$ cat config.mk
export PLATFORM = sky130hd
export DESIGN_NAME = vga_sync_gen
export DESIGN_NICKNAME = d
export VERILOG_FILES = /design/src/rtl/vga_sync_gen.sv
export SDC_FILE = /design/constraint.sdc
export NUM_CORES = 1
export LEC_CHECK = 0
export BUFFER_PORTS_ARGS = -buffer_cell sky130_fd_sc_hd__buf_2
export CORE_ASPECT_RATIO = 2
export CORE_UTILIZATION = 45
export DETAILED_ROUTE_END_ITERATION = 7
export GPL_TIMING_DRIVEN = 0
export MAX_ROUTING_LAYER = met4
export PLACE_DENSITY = 0.72
export SYNTH_ARGS = -nofsm -noshare
export SYNTH_HDL_FRONTEND = slang
export SYNTH_SLANG_ARGS = --single-unit
$ cat constraint.sdc
create_clock -name clk -period 2 [get_ports clk]
set_clock_uncertainty 0.2 [all_clocks]
set_input_delay 0.2 -clock clk [delete_from_list [all_inputs] [get_ports clk]]
set_output_delay 0.2 -clock clk [all_outputs]
set_load 0.01 [all_outputs]
$ cat src/rtl/vga_sync_gen.sv
// Raster timing source: scan counters, raw syncs, and a latency-matched pipeline that
// lines up hs/vs/de and blanked RGB with pixel data returned by the pattern source.
module vga_sync_gen #(
   parameter int H_VIS    = 800,
   parameter int H_FP     = 40,
   parameter int H_SYNC   = 128,
   parameter int H_BP     = 88,
   parameter int V_VIS    = 600,
   parameter int V_FP     = 1,
   parameter int V_SYNC   = 4,
   parameter int V_BP     = 23,
   parameter int SYNC_POL = 1,
   parameter int PIX_LAT  = 1
) (
   input  logic        clk,
   input  logic        rst,
   input  logic        ce,
   output logic [10:0] x,
   output logic [9:0]  y,
   output logic        active,
   output logic        line_start,
   output logic        frame_start,
   input  logic [3:0]  pix_r,
   input  logic [3:0]  pix_g,
   input  logic [3:0]  pix_b,
   output logic        hs,
   output logic        vs,
   output logic        de,
   output logic [3:0]  r,
   output logic [3:0]  g,
   output logic [3:0]  b
);

   localparam int H_TOTAL = H_VIS + H_FP + H_SYNC + H_BP;
   localparam int V_TOTAL = V_VIS + V_FP + V_SYNC + V_BP;

   localparam logic [10:0] H_LAST   = 11'(H_TOTAL - 1);
   localparam logic [10:0] H_VIS_W  = 11'(H_VIS);
   localparam logic [10:0] HS_FIRST = 11'(H_VIS + H_FP);
   localparam logic [10:0] HS_LAST  = 11'(H_VIS + H_FP + H_SYNC - 1);
   localparam logic [9:0]  V_LAST   = 10'(V_TOTAL - 1);
   localparam logic [9:0]  V_VIS_W  = 10'(V_VIS);
   localparam logic [9:0]  VS_FIRST = 10'(V_VIS + V_FP);
   localparam logic [9:0]  VS_LAST  = 10'(V_VIS + V_FP + V_SYNC - 1);
   localparam logic        POL      = (SYNC_POL != 0);

   typedef struct packed {
      logic hs;
      logic vs;
      logic de;
   } vid_t;

   localparam vid_t BLANK = '{hs: ~POL, vs: ~POL, de: 1'b0};

   logic [10:0] x_q, x_d;
   logic [9:0]  y_q, y_d;
   logic        x_wrap, y_wrap;
   logic        line_start_q, frame_start_q;
   logic        active_c, hs_raw, vs_raw;
   vid_t        pipe_q [PIX_LAT];
   vid_t        pipe_d [PIX_LAT];
   logic        de_in_last;
   logic [3:0]  r_q, g_q, b_q;

   // ---------------- scan counters ----------------
   always_comb begin
      x_wrap = (x_q == H_LAST);
      y_wrap = (y_q == V_LAST);
      x_d    = x_q + 11'd1;
      y_d    = y_q;
      if (x_wrap) begin
         x_d = 11'd0;
         y_d = y_wrap ? 10'd0 : (y_q + 10'd1);
      end
   end

   always_ff @(posedge clk) begin
      if (rst) begin
         x_q           <= 11'd0;
         y_q           <= 10'd0;
         line_start_q  <= 1'b0;
         frame_start_q <= 1'b0;
      end else begin
         // Pulses are only ever set by a step, so they drop on every ce = 0 clock.
         line_start_q  <= ce & x_wrap;
         frame_start_q <= ce & x_wrap & y_wrap;
         if (ce) begin
            x_q <= x_d;
            y_q <= y_d;
         end
      end
   end

   // ---------------- raw timing decode ----------------
   always_comb begin
      active_c = (x_q < H_VIS_W) && (y_q < V_VIS_W);
      hs_raw   = ((x_q >= HS_FIRST) && (x_q <= HS_LAST)) ? POL : ~POL;
      vs_raw   = ((y_q >= VS_FIRST) && (y_q <= VS_LAST)) ? POL : ~POL;
   end

   // ---------------- alignment pipeline ----------------
   always_comb begin
      pipe_d[0] = '{hs: hs_raw, vs: vs_raw, de: active_c};
      for (int i = 1; i < PIX_LAT; i++) begin
         pipe_d[i] = pipe_q[i-1];
      end
      // The RGB register loads on the same step as the last stage, so it looks
      // at the value about to enter that stage.
      de_in_last = pipe_d[PIX_LAT-1].de;
   end

   always_ff @(posedge clk) begin
      if (rst) begin
         for (int i = 0; i < PIX_LAT; i++) begin
            pipe_q[i] <= BLANK;
         end
      end else if (ce) begin
         for (int i = 0; i < PIX_LAT; i++) begin
            pipe_q[i] <= pipe_d[i];
         end
      end
   end

   // ---------------- blanked pixel register ----------------
   always_ff @(posedge clk) begin
      if (rst) begin
         r_q <= 4'd0;
         g_q <= 4'd0;
         b_q <= 4'd0;
      end else if (ce) begin
         r_q <= de_in_last ? pix_r : 4'd0;
         g_q <= de_in_last ? pix_g : 4'd0;
         b_q <= de_in_last ? pix_b : 4'd0;
      end
   end

   assign x           = x_q;
   assign y           = y_q;
   assign active      = active_c;
   assign line_start  = line_start_q;
   assign frame_start = frame_start_q;
   assign hs          = pipe_q[PIX_LAT-1].hs;
   assign vs          = pipe_q[PIX_LAT-1].vs;
   assign de          = pipe_q[PIX_LAT-1].de;
   assign r           = r_q;
   assign g           = g_q;
   assign b           = b_q;

endmodule

==> results of run 1 <==
[through the flow]
step                setup TNS (ns)  hold WS [ns]  worst slack (ns)  util, %  instances
finish                           0        0.0448             0.130     63.6        320
global route                     0        0.0745            0.0107     63.6        320
CTS                              0        0.0440            0.0152     62.6        318
detailed placement          -0.104         0.213           -0.0573     55.4        295
global placement           -0.0739         0.212           -0.0404     55.4        295
floorplan                        0         0.126             0.125        -        191
[state kept, by name (all words and copies together), names as in the netlist]
signal	count
pipe_q	3
x	11
g	4
line_start	1
frame_start	1
y	10
r	4
b	4
[power by group]
part	switching [W]	total, W	internal (W)	leakage, nW
Sequential	0.0000119	0.000799	0.000787	0.319
Combinational	0.0000535	0.000112	0.0000581	0.677
Clock	0.000267	0.000761	0.000493	0.0658
Total	0.000333	0.00167	0.00134	1.06
[worst max path at each step]
stage                      startpoint                end  slack (ns)  cells past startpoint
CTS                 y[0]$_SDFFE_PP0P_  y[2]$_SDFFE_PP0P_        0.02                      6
floorplan           y[0]$_SDFFE_PP0P_  y[4]$_SDFFE_PP0P_        0.13                      5
detailed placement  y[0]$_SDFFE_PP0P_  y[4]$_SDFFE_PP0P_       -0.06                      5
finish              y[7]$_SDFFE_PP0P_             active        0.13                      4
global placement    y[0]$_SDFFE_PP0P_  y[4]$_SDFFE_PP0P_       -0.04                      5
global route        y[7]$_SDFFE_PP0P_             active        0.01                      4
[worst max-delay path: stages, from the launching register on]
cell and delay, ns:
dfxtp_1 0.36, o21ai_0 0.29, o221ai_1 0.23, nor2_1 0.15, buf_2 0.15
[layout make-up]
cell class                 count  area, µm²  area share (%)
multi-input combinational    129        911            37.2
sequential                    38        796            32.5
timing repair buffer          70        423            17.3
buffer                        13       78.8            3.22
clock buffer                   5       68.8            2.81
clock inverter                 3       63.8            2.61
tap                           51       63.8            2.61
inverter                      11       41.3            1.69
[kinds of logic (layout without fill, tap and decap cells)]
kind of cell | count (synthesis) | count (layout)
buffers and inverters | 24 | 102
xor gates and xnor gates | 9 | 9
adders and majority gates | 6 | 6
DFF | 38 | 38
AOI/OAI and AO/OA | 40 | 40
and+or+nand+nor | 74 | 74
[per-layer routing]
metal	global-route usage, %	up-vias	share of wire (%)
met4	11.4	0	2.6
met5	-	-	0
met3	4.17	9	3.7
li1	-	852	-
met1	24.6	809	40
met2	37.0	42	53
[cell usage after synthesis, types with 6 or more instances]
cell	instances
a21oi_1	11
a22o_1	12
dfxtp_1	35
ha_1	6
inv_1	11
nand2_1	7
nand3_1	8
nand4_1	8
nor2_1	14
nor3_1	6
xor2_1	7
[timing repair]
action                                  CTS  global route
hold buffers                             12             0
buffers inserted                          3             2
endpoints found under the hold margin    12             0
pin swaps                                 1             1
endpoints found under the setup margin    3            19
resized for setup                         0             9
==> results.md, run 1 <==
* Setup Crit Path Kind: reg2out
* Post-synth ARST share at 0%
* R2r startpoint: y[0]$_SDFFE_PP0P_
* VDD IR max at 543 µV
* Leakage at 1.06 nW
* Reg2reg path depth at 5
* Post-Syn Area at 0.00180 mm²
* Area growth, synth to finish at 35.8%
* Hold Path Origin: rst
* Highest clock rate at around 530 MHz
* Synth top area cells: dfxtp_1 (39%), a22o_1 (5.8%), edfxtp_1 (5.0%), ha_1 (4.2%), xor2_1 (3.4%)
* Final hold violations at 0
* Clock transition at the registers of the reported paths at around 0.07 ns
* H-tree levels at 2
* Total global routing overflow at 0
* Most frequent cells in the layout: buf_2 (56), dfxtp_1 (31), nor2_1 (14)
* RSZ-0062 raised after global routing: no
* TritonCTS clock tree: yes
* Fillers at 350
* Latest clock arrival within the worst-skew pair at about 0.29 ns
* First-pass GRT wire length at approximately 6900 µm
* Row cnt at 32
* Final Cell Area at 0.00245 mm²
* Setup slack, reg-to-reg at approximately 0.16 ns
* Post-synthesis cell count at about 190
* Startpoint Class: flop
* Cts bufs inserted at 5
* Gp weighted congestion at 0.856
* Register area share after synthesis at ~44%
* Initial antenna violation count at 0
* Avg Cell Area, Syn at 9.43 µm²
* Mean number of vias per cell at 5.35
* PwrDens at 683 mW/mm²
* Die X-Extent at 46.7 µm
* Main synth FF type: dfxtp_1
* Simple-gate share of the synthesized area at about a quarter
* Slew of the pin with the lowest slew margin at between 0.4 and 0.5 ns
* Clock Tree Buf Depth at 2
* WHS Path Cells at 3
* Largest net degree at the start of global routing at 13
* Synth Area in Compound Gates at 15.7%
* Die area at 0.00428 mm²
* Worst path arrival time at between 1 and 1.5 ns
* Max-cap viol count at 0
* Net Count, Synth at 212
* Yosys reg bits at 38
* Crit path time final at roughly 1.9 ns
* Final slew viol count at 0
* Clk sinks at 38
* IO Port Bufs at 53
* CP required at around 1.6 ns
* Synth area leader: dfxtp_1
* Yosys cell types at 43
* Layout cell share with drive strength beyond 1 at about a third
* Hold WC Path Type: in2reg
* Starting Density at between 40% and 50%
* # IOs at 54
* Total power at 0.00167 W
* Share of the synthesized area in the top cell type at between 30% and 40%
* Final HPWL DP at 2950 µm
* Final nets at around 290
* Core ar. at 0.00384 mm²
* Clock Root Buffer: clkbuf_8
* Reg-to-Reg End: y[8]$_SDFFE_PP0P_
* WL/cell at 13.2 µm
* Largest family of logic cells by synthesized area: simple AND/OR/NAND/NOR gates
* Via Count at 1712
* Mux cell area share after synthesis at 0%
* Post-synth EDFFs at 3
* XOR/XNOR share of the synthesized area at 4.38%
* Die H at 91.5 µm
* Final worst-path cycle share at 93.5%
* Drt first pass iters at 4
* Routed WL at 4220 µm
* Adder-Cell Fraction of Synth Area at 4.17%
* Vias in the first global route at 1592
* Antenna diode count at 0
* Worst-path fanout max at 7
* Hold Path End: y[7]$_SDFFE_PP0P_
* Slew Limit Headroom at 71.9%
* Outcome: finished, final reports clean
* Final ANT Viol Nets at 0
* Kind of end point of the critical path: output pin
* Synth warn at 0
* Setup violators final at 0
* Post-DP Area at 0.00213 mm²
* DRC viols at 0
* Iteration-0 DRC Markers at 27
* Tot GR Track Use at 22.6%
* Most common cell after layout, fill and taps aside: buf_2
No activity file was read; power rests on OpenSTA's default activity.
==> inputs of run 2 (changes only) <==
--- a/config.mk
+++ b/config.mk
@@ -6,8 +6,8 @@
 export NUM_CORES = 1
 export LEC_CHECK = 0
 export BUFFER_PORTS_ARGS = -buffer_cell sky130_fd_sc_hd__buf_2
-export CORE_ASPECT_RATIO = 2
 export CORE_UTILIZATION = 45
+export CTS_BUF_LIST = sky130_fd_sc_hd__clkbuf_4
 export DETAILED_ROUTE_END_ITERATION = 7
 export GPL_TIMING_DRIVEN = 0
 export MAX_ROUTING_LAYER = met4
==> run 2 against run 1 <==
First-iteration DRC count grew to 3.1 times the previous value. Routed wire length is 2.7% higher. Global-route usage is 0.66 points lower. Highest routed layer unchanged.
==> results.md, run 2 (synthesis results as in run 1) <==
* Largest register FFs at 11
* Final nets at 287
* Crit. Startpoint: x[4]$_SDFFE_PP0P_
* Latest clock arrival within the worst-skew pair at 0.35 ns
* # IOs at between 50 and 60
* H-tree levels at 2
* Core ar. at 0.00374 mm²
* Iteration-0 DRC Markers at 85
* DRC viols at 0
* Slew Limit Headroom at 69.8%
* Setup Crit Path Kind: reg2reg
* Cts bufs inserted at 5
* TritonCTS clock tree: yes
* R2r startpoint: x[4]$_SDFFE_PP0P_
* Final ANT Viol Nets at 0
* Crit path time final at 1.86 ns
* Final worst-path cycle share at 92.8%
* Highest clock rate at roughly 540 MHz
* Leakage at ~1.1 nW
* Starting Density at 48.1%
* VDD IR max at 568 µV
* IO Port Bufs at 53
* Area growth, synth to finish at 33.7%
* Routed WL at ~4300 µm
* Max-cap viol count at 0
* Final hold violations at 0
* Setup violators final at 0
* Die X-Extent at about 65 µm
* Final setup TNS at 0 ns
* CP required at about 2 ns
* Antenna diode count at 0
* Setup slack, reg-to-reg at 0.14 ns
* Kind of end point of the critical path: flop
* PwrDens at ~650 mW/mm²
* Startpoint Class: flop
* Die H at 65.3 µm
* Most common cell after layout, fill and taps aside: buf_2
* Clock transition at the registers of the reported paths at 0.12 ns
* Clock Tree Buf Depth at 2
* Worst-path fanout max at 10
* Worst path arrival time at 1.89 ns
* First-pass GRT wire length at 7010 µm
* Hold WC Path Type: in2reg
* Layout cell share with drive strength beyond 1 at between 30% and 40%
* Via Count at between 1500 and 2000
* Slew of the pin with the lowest slew margin at 0.454 ns
* Row cnt at 22
* Final HPWL DP at 2840 µm
* Critical Path End: y[5]$_SDFFE_PP0P_
* Vias in the first global route at 1523
* Final slew viol count at 0
* Gp weighted congestion at 0.858
* Clock Root Buffer: clkbuf_4
* Outcome: finished, final reports clean
* Reg-to-Reg End: y[5]$_SDFFE_PP0P_
* RSZ-0062 raised after global routing: no
* Clk sinks at 38
* Most frequent cells in the layout: buf_2 (56), dfxtp_1 (30), nor2_1 (14)
* Tot GR Track Use at 22.0%
* Fin Hold WS at 0.0969 ns
* Total global routing overflow at 0
* Hold Path Origin: ce
* Reg2reg path depth at 6
* Initial antenna violation count at 0
* Die area at 0.00426 mm²
* Drt first pass iters at 4
* Largest net degree at the start of global routing at 14
* Mean number of vias per cell at 5.29
* WL/cell at 13.8 µm
## run 2: worst max-delay path: stages, from the launching register on
cell      delay [ns]
dfxtp_1         0.35
buf_4           0.16
and4bb_1        0.28
nand4_2         0.19
clkbuf_4        0.24
nor4_1          0.25
nor3_1          0.07
## run 2: metrics by stage
step | instances | power, W | util, % | area (µm²) | setup slack (ns)
after CTS | 315 | 0.00159 | 63.7 | 2380 | 0.00253
after floorplan | 191 | 0.000864 | - | 1800 | 0.125
final | 315 | 0.00158 | 64.3 | 2410 | 0.144
after detailed placement | 292 | 0.000909 | 56.8 | 2130 | -0.0535
after global routing | 315 | 0.00164 | 64.3 | 2410 | 0.0122
after global placement | 292 | 0.000907 | 56.8 | 2130 | -0.0479
## run 2: final cells by class
class                           count  area [µm²]
Buffer                             12        75.1
Inverter                           11        41.3
Fill cell                         334        1340
Timing Repair Buffer               69         418
Sequential cell                    38         797
Clock inverter                      3        68.8
Tap cell                           48        60.1
Clock buffer                        5        37.5
Multi-Input combinational cell    129         911
## run 2: how the worst min path moves through the flow
stage | endpoint | slack (ns) | depth (start not counted)
after floorplan | b[3]$_SDFFE_PP0P_ | 0.13 | 1
after global placement | g[3]$_SDFFE_PP0P_ | 0.21 | 2
after detailed placement | r[3]$_SDFFE_PP0P_ | 0.22 | 2
after CTS | x[1]$_SDFFE_PP0P_ | 0.10 | 4
after global routing | x[0]$_SDFFE_PP0P_ | 0.11 | 4
final | x[1]$_SDFFE_PP0P_ | 0.1 | 4
## run 2: what timing repair did
| item | 4_1_cts | 5_1_grt |
|---|---|---|
| gates resized for setup | 1 | 11 |
| gates cloned | 0 | 0 |
| hold endpoints to repair | 13 | 0 |
| pin swaps | 1 | 2 |
| hold buffers | 13 | 0 |
| buffers inserted | 2 | 1 |
| endpoints found under the setup margin | 4 | 20 |
## run 2: where the power goes
group          internal (W)  total [W]  switching (W)
Clock              0.000391   0.000665       0.000274
Sequential         0.000787   0.000799      0.0000116
Combinational     0.0000590   0.000113      0.0000542
## run 2: metal layers
layer  vias to the layer above  wire [µm]  track usage (%)
met5                         -          0                -
li1                        844          -                -
met2                        45       1990             34.3
met3                         6        219             6.25
met4                         0         43             6.25
met1                       771       2080             27.7
==> inputs of run 3 (changes only) <==
--- a/config.mk
+++ b/config.mk
@@ -12,6 +12,7 @@
 export GPL_TIMING_DRIVEN = 0
 export MAX_ROUTING_LAYER = met4
 export PLACE_DENSITY = 0.72
+export RECOVER_POWER = 100
 export SYNTH_ARGS = -nofsm -noshare
 export SYNTH_HDL_FRONTEND = slang
 export SYNTH_SLANG_ARGS = --single-unit
==> constraint.sdc (replaced) <==
create_clock -name clk -period 1.8 [get_ports clk]
set_clock_uncertainty 0.2 [all_clocks]
set_input_delay 0.18 -clock clk [delete_from_list [all_inputs] [get_ports clk]]
set_output_delay 0.18 -clock clk [all_outputs]
set_load 0.01 [all_outputs]
==> run 3 against run 2 <==
The flow now finishes with violations (setup timing). Critical endpoint is now active. Non-clock buffer count increased by 7. Sequential share of layout area down 1.4 points. Register-to-register slack lost 0.11 ns. Cell count grew 2.2%. Critical path depth shrank 2. Highest routed layer unchanged. Worst hold slack worse by 0.0067 ns. Sequential power increased by 10%. Combinational power up 12%. First-iteration DRC count shrank 28%.
==> results.md, run 3 (synthesis results as in run 1) <==
* Largest register FFs at 11
* Via Count at 1737
* Final HPWL DP at roughly 2900 µm
* Slew Limit Headroom at 69.2%
* Gp weighted congestion at 0.884
* Area growth, synth to finish at 43.8%
* Worst-path fanout max at 7
* Highest clock rate at approximately 550 MHz
* Tot GR Track Use at approximately 22%
* Post-DP Area at 0.00214 mm²
* Starting Density at 48.1%
* Die X-Extent at between 60 and 70 µm
* Die H at 65.3 µm
* Setup ws final at -0.0101 ns
* WL/cell at 14.3 µm
* TritonCTS clock tree: yes
* Kind of end point of the critical path: output pin
* Clk sinks at 38
* Most frequent cells in the layout: buf_2 (46), dfxtp_1 (22), nor2_1 (14), buf_4 (14), dlygate4sd3_1 (13)
* Initial antenna violation count at 0
* Most common cell after layout, fill and taps aside: buf_2
* Die area at 0.00426 mm²
* Largest net degree at the start of global routing at 14
* Layout cell share with drive strength beyond 1 at a little under two fifths
* Final nets at about 290
* Setup violators final at 1
* Setup Crit Path Kind: reg2out
* Cts bufs inserted at 5
* Final setup TNS at -0.0101 ns
* Routed WL at ~4600 µm
* IO Port Bufs at 53
* Antenna diode count at 0
* Iteration-0 DRC Markers at 61
* # IOs at 54
* Final hold violations at 0
* PwrDens at 671 mW/mm²
* Slew of the pin with the lowest slew margin at around 0.46 ns
* Final slew viol count at 0
* Total global routing overflow at 0
* Latest clock arrival within the worst-skew pair at 0.35 ns
* Drt first pass iters at 4
* Vias in the first global route at 1540
* Clock Tree Buf Depth at 2
* Leakage at 1.07 nW
* First-pass GRT wire length at a little under 7000 µm
* Clock transition at the registers of the reported paths at between 0.1 and 0.15 ns
* H-tree levels at 2
* CP required at 1.42 ns
* DRC viols at 0
* Mean number of vias per cell at 5.39
* Hold WC Path Type: in2reg
* Final Cell Area at roughly 0.0026 mm²
* Fillers at about 300
* Clock Root Buffer: clkbuf_4
* Outcome: finished with violations
* Final worst-path cycle share at 101%
* Row cnt at 22
* RSZ-0062 raised after global routing: yes
* Crit path time final at between 1.5 and 2 ns
* Startpoint Class: flop
* VDD IR max at 885 µV
* Worst path arrival time at 1.43 ns
* Core ar. at 0.00374 mm²
* Final ANT Viol Nets at 0
* Max-cap viol count at 0
* Violated checks: setup timing
[run 3: changes by cell type in the layout (fill, tap and decap cells not counted), moves of 3 or more]
cell,previous run,this run
buf_4,7,14
clkbuf_1,3,11
dfxtp_1,30,22
buf_2,56,46
dfxtp_4,0,6
buf_6,1,4
[run 3: worst paths after layout]
check	start	end	cells past startpoint	slack [ns]
hold reg to reg	r[3]$_SDFFE_PP0P_	r[3]$_SDFFE_PP0P_	1	0.30
hold / removal	ce	x[1]$_SDFFE_PP0P_	4	0.09
setup reg to reg	y[0]$_SDFFE_PP0P_	y[8]$_SDFFE_PP0P_	5	0.03
setup / recovery	y[7]$_SDFFE_PP0P_	active	4	-0.01
[run 3: where the power goes]
group	internal [W]	total, W	switching [W]
logic	0.0000637	0.000126	0.0000622
registers	0.000866	0.000880	0.0000134
clock network	0.000434	0.000733	0.000299
total	0.00136	0.00174	0.000374
[run 3: cell type report]
class / instances / area, µm² / share of cell area, %
Multi-Input combinational cell: 129 / 1010 / 39.0
Clock buffer: 5 / 37.5 / 1.45
Buffer: 11 / 83.8 / 3.24
Tap cell: 48 / 60.1 / 2.32
Clock inverter: 3 / 68.8 / 2.66
Inverter: 11 / 41.3 / 1.59
Timing Repair Buffer: 77 / 468 / 18.1
Sequential cell: 38 / 822 / 31.7
[run 3: what timing repair did]
| item | 4_1_cts | 5_1_grt |
|---|---|---|
| gates resized for setup | 12 | 32 |
| endpoints found under the hold margin | 13 | 0 |
| setup endpoints to repair | 22 | 21 |
| pin swaps | 2 | 6 |
| buffers inserted | 0 | 11 |
| hold buffers | 13 | 0 |
[run 3: worst max-delay path, stage by stage (launching register included)]
cell	delay [ns]
dfxtp_4	0.39
nand4bb_4	0.25
o221ai_4	0.23
nor2_1	0.07
buf_2	0.14
[run 3: through the flow]
stage | util [%] | total power [W] | setup slack, ns | hold WS, ns | instances
detailed placement | 57.1 | 0.00101 | -0.120 | 0.193 | 292
finish | 69.2 | 0.00174 | -0.0101 | 0.0903 | 322
CTS | 64.4 | 0.00175 | -0.0532 | 0.0620 | 312
global placement | 57.1 | 0.00101 | -0.100 | 0.192 | 292
floorplan | - | 0.000960 | 0.0522 | 0.106 | 191
global route | 69.2 | 0.00181 | -0.0954 | 0.0838 | 322
[run 3: metal layers]
| metal | track usage [%] | wire (µm) | vias up |
|---|---|---|---|
| met1 | 26.3 | 2000 | 814 |
| met2 | 36.0 | 2310 | 52 |
| met5 | - | 0 | - |
| li1 | - | - | 863 |
| met3 | 6.60 | 260 | 8 |
| met4 | 6.52 | 42 | 0 |
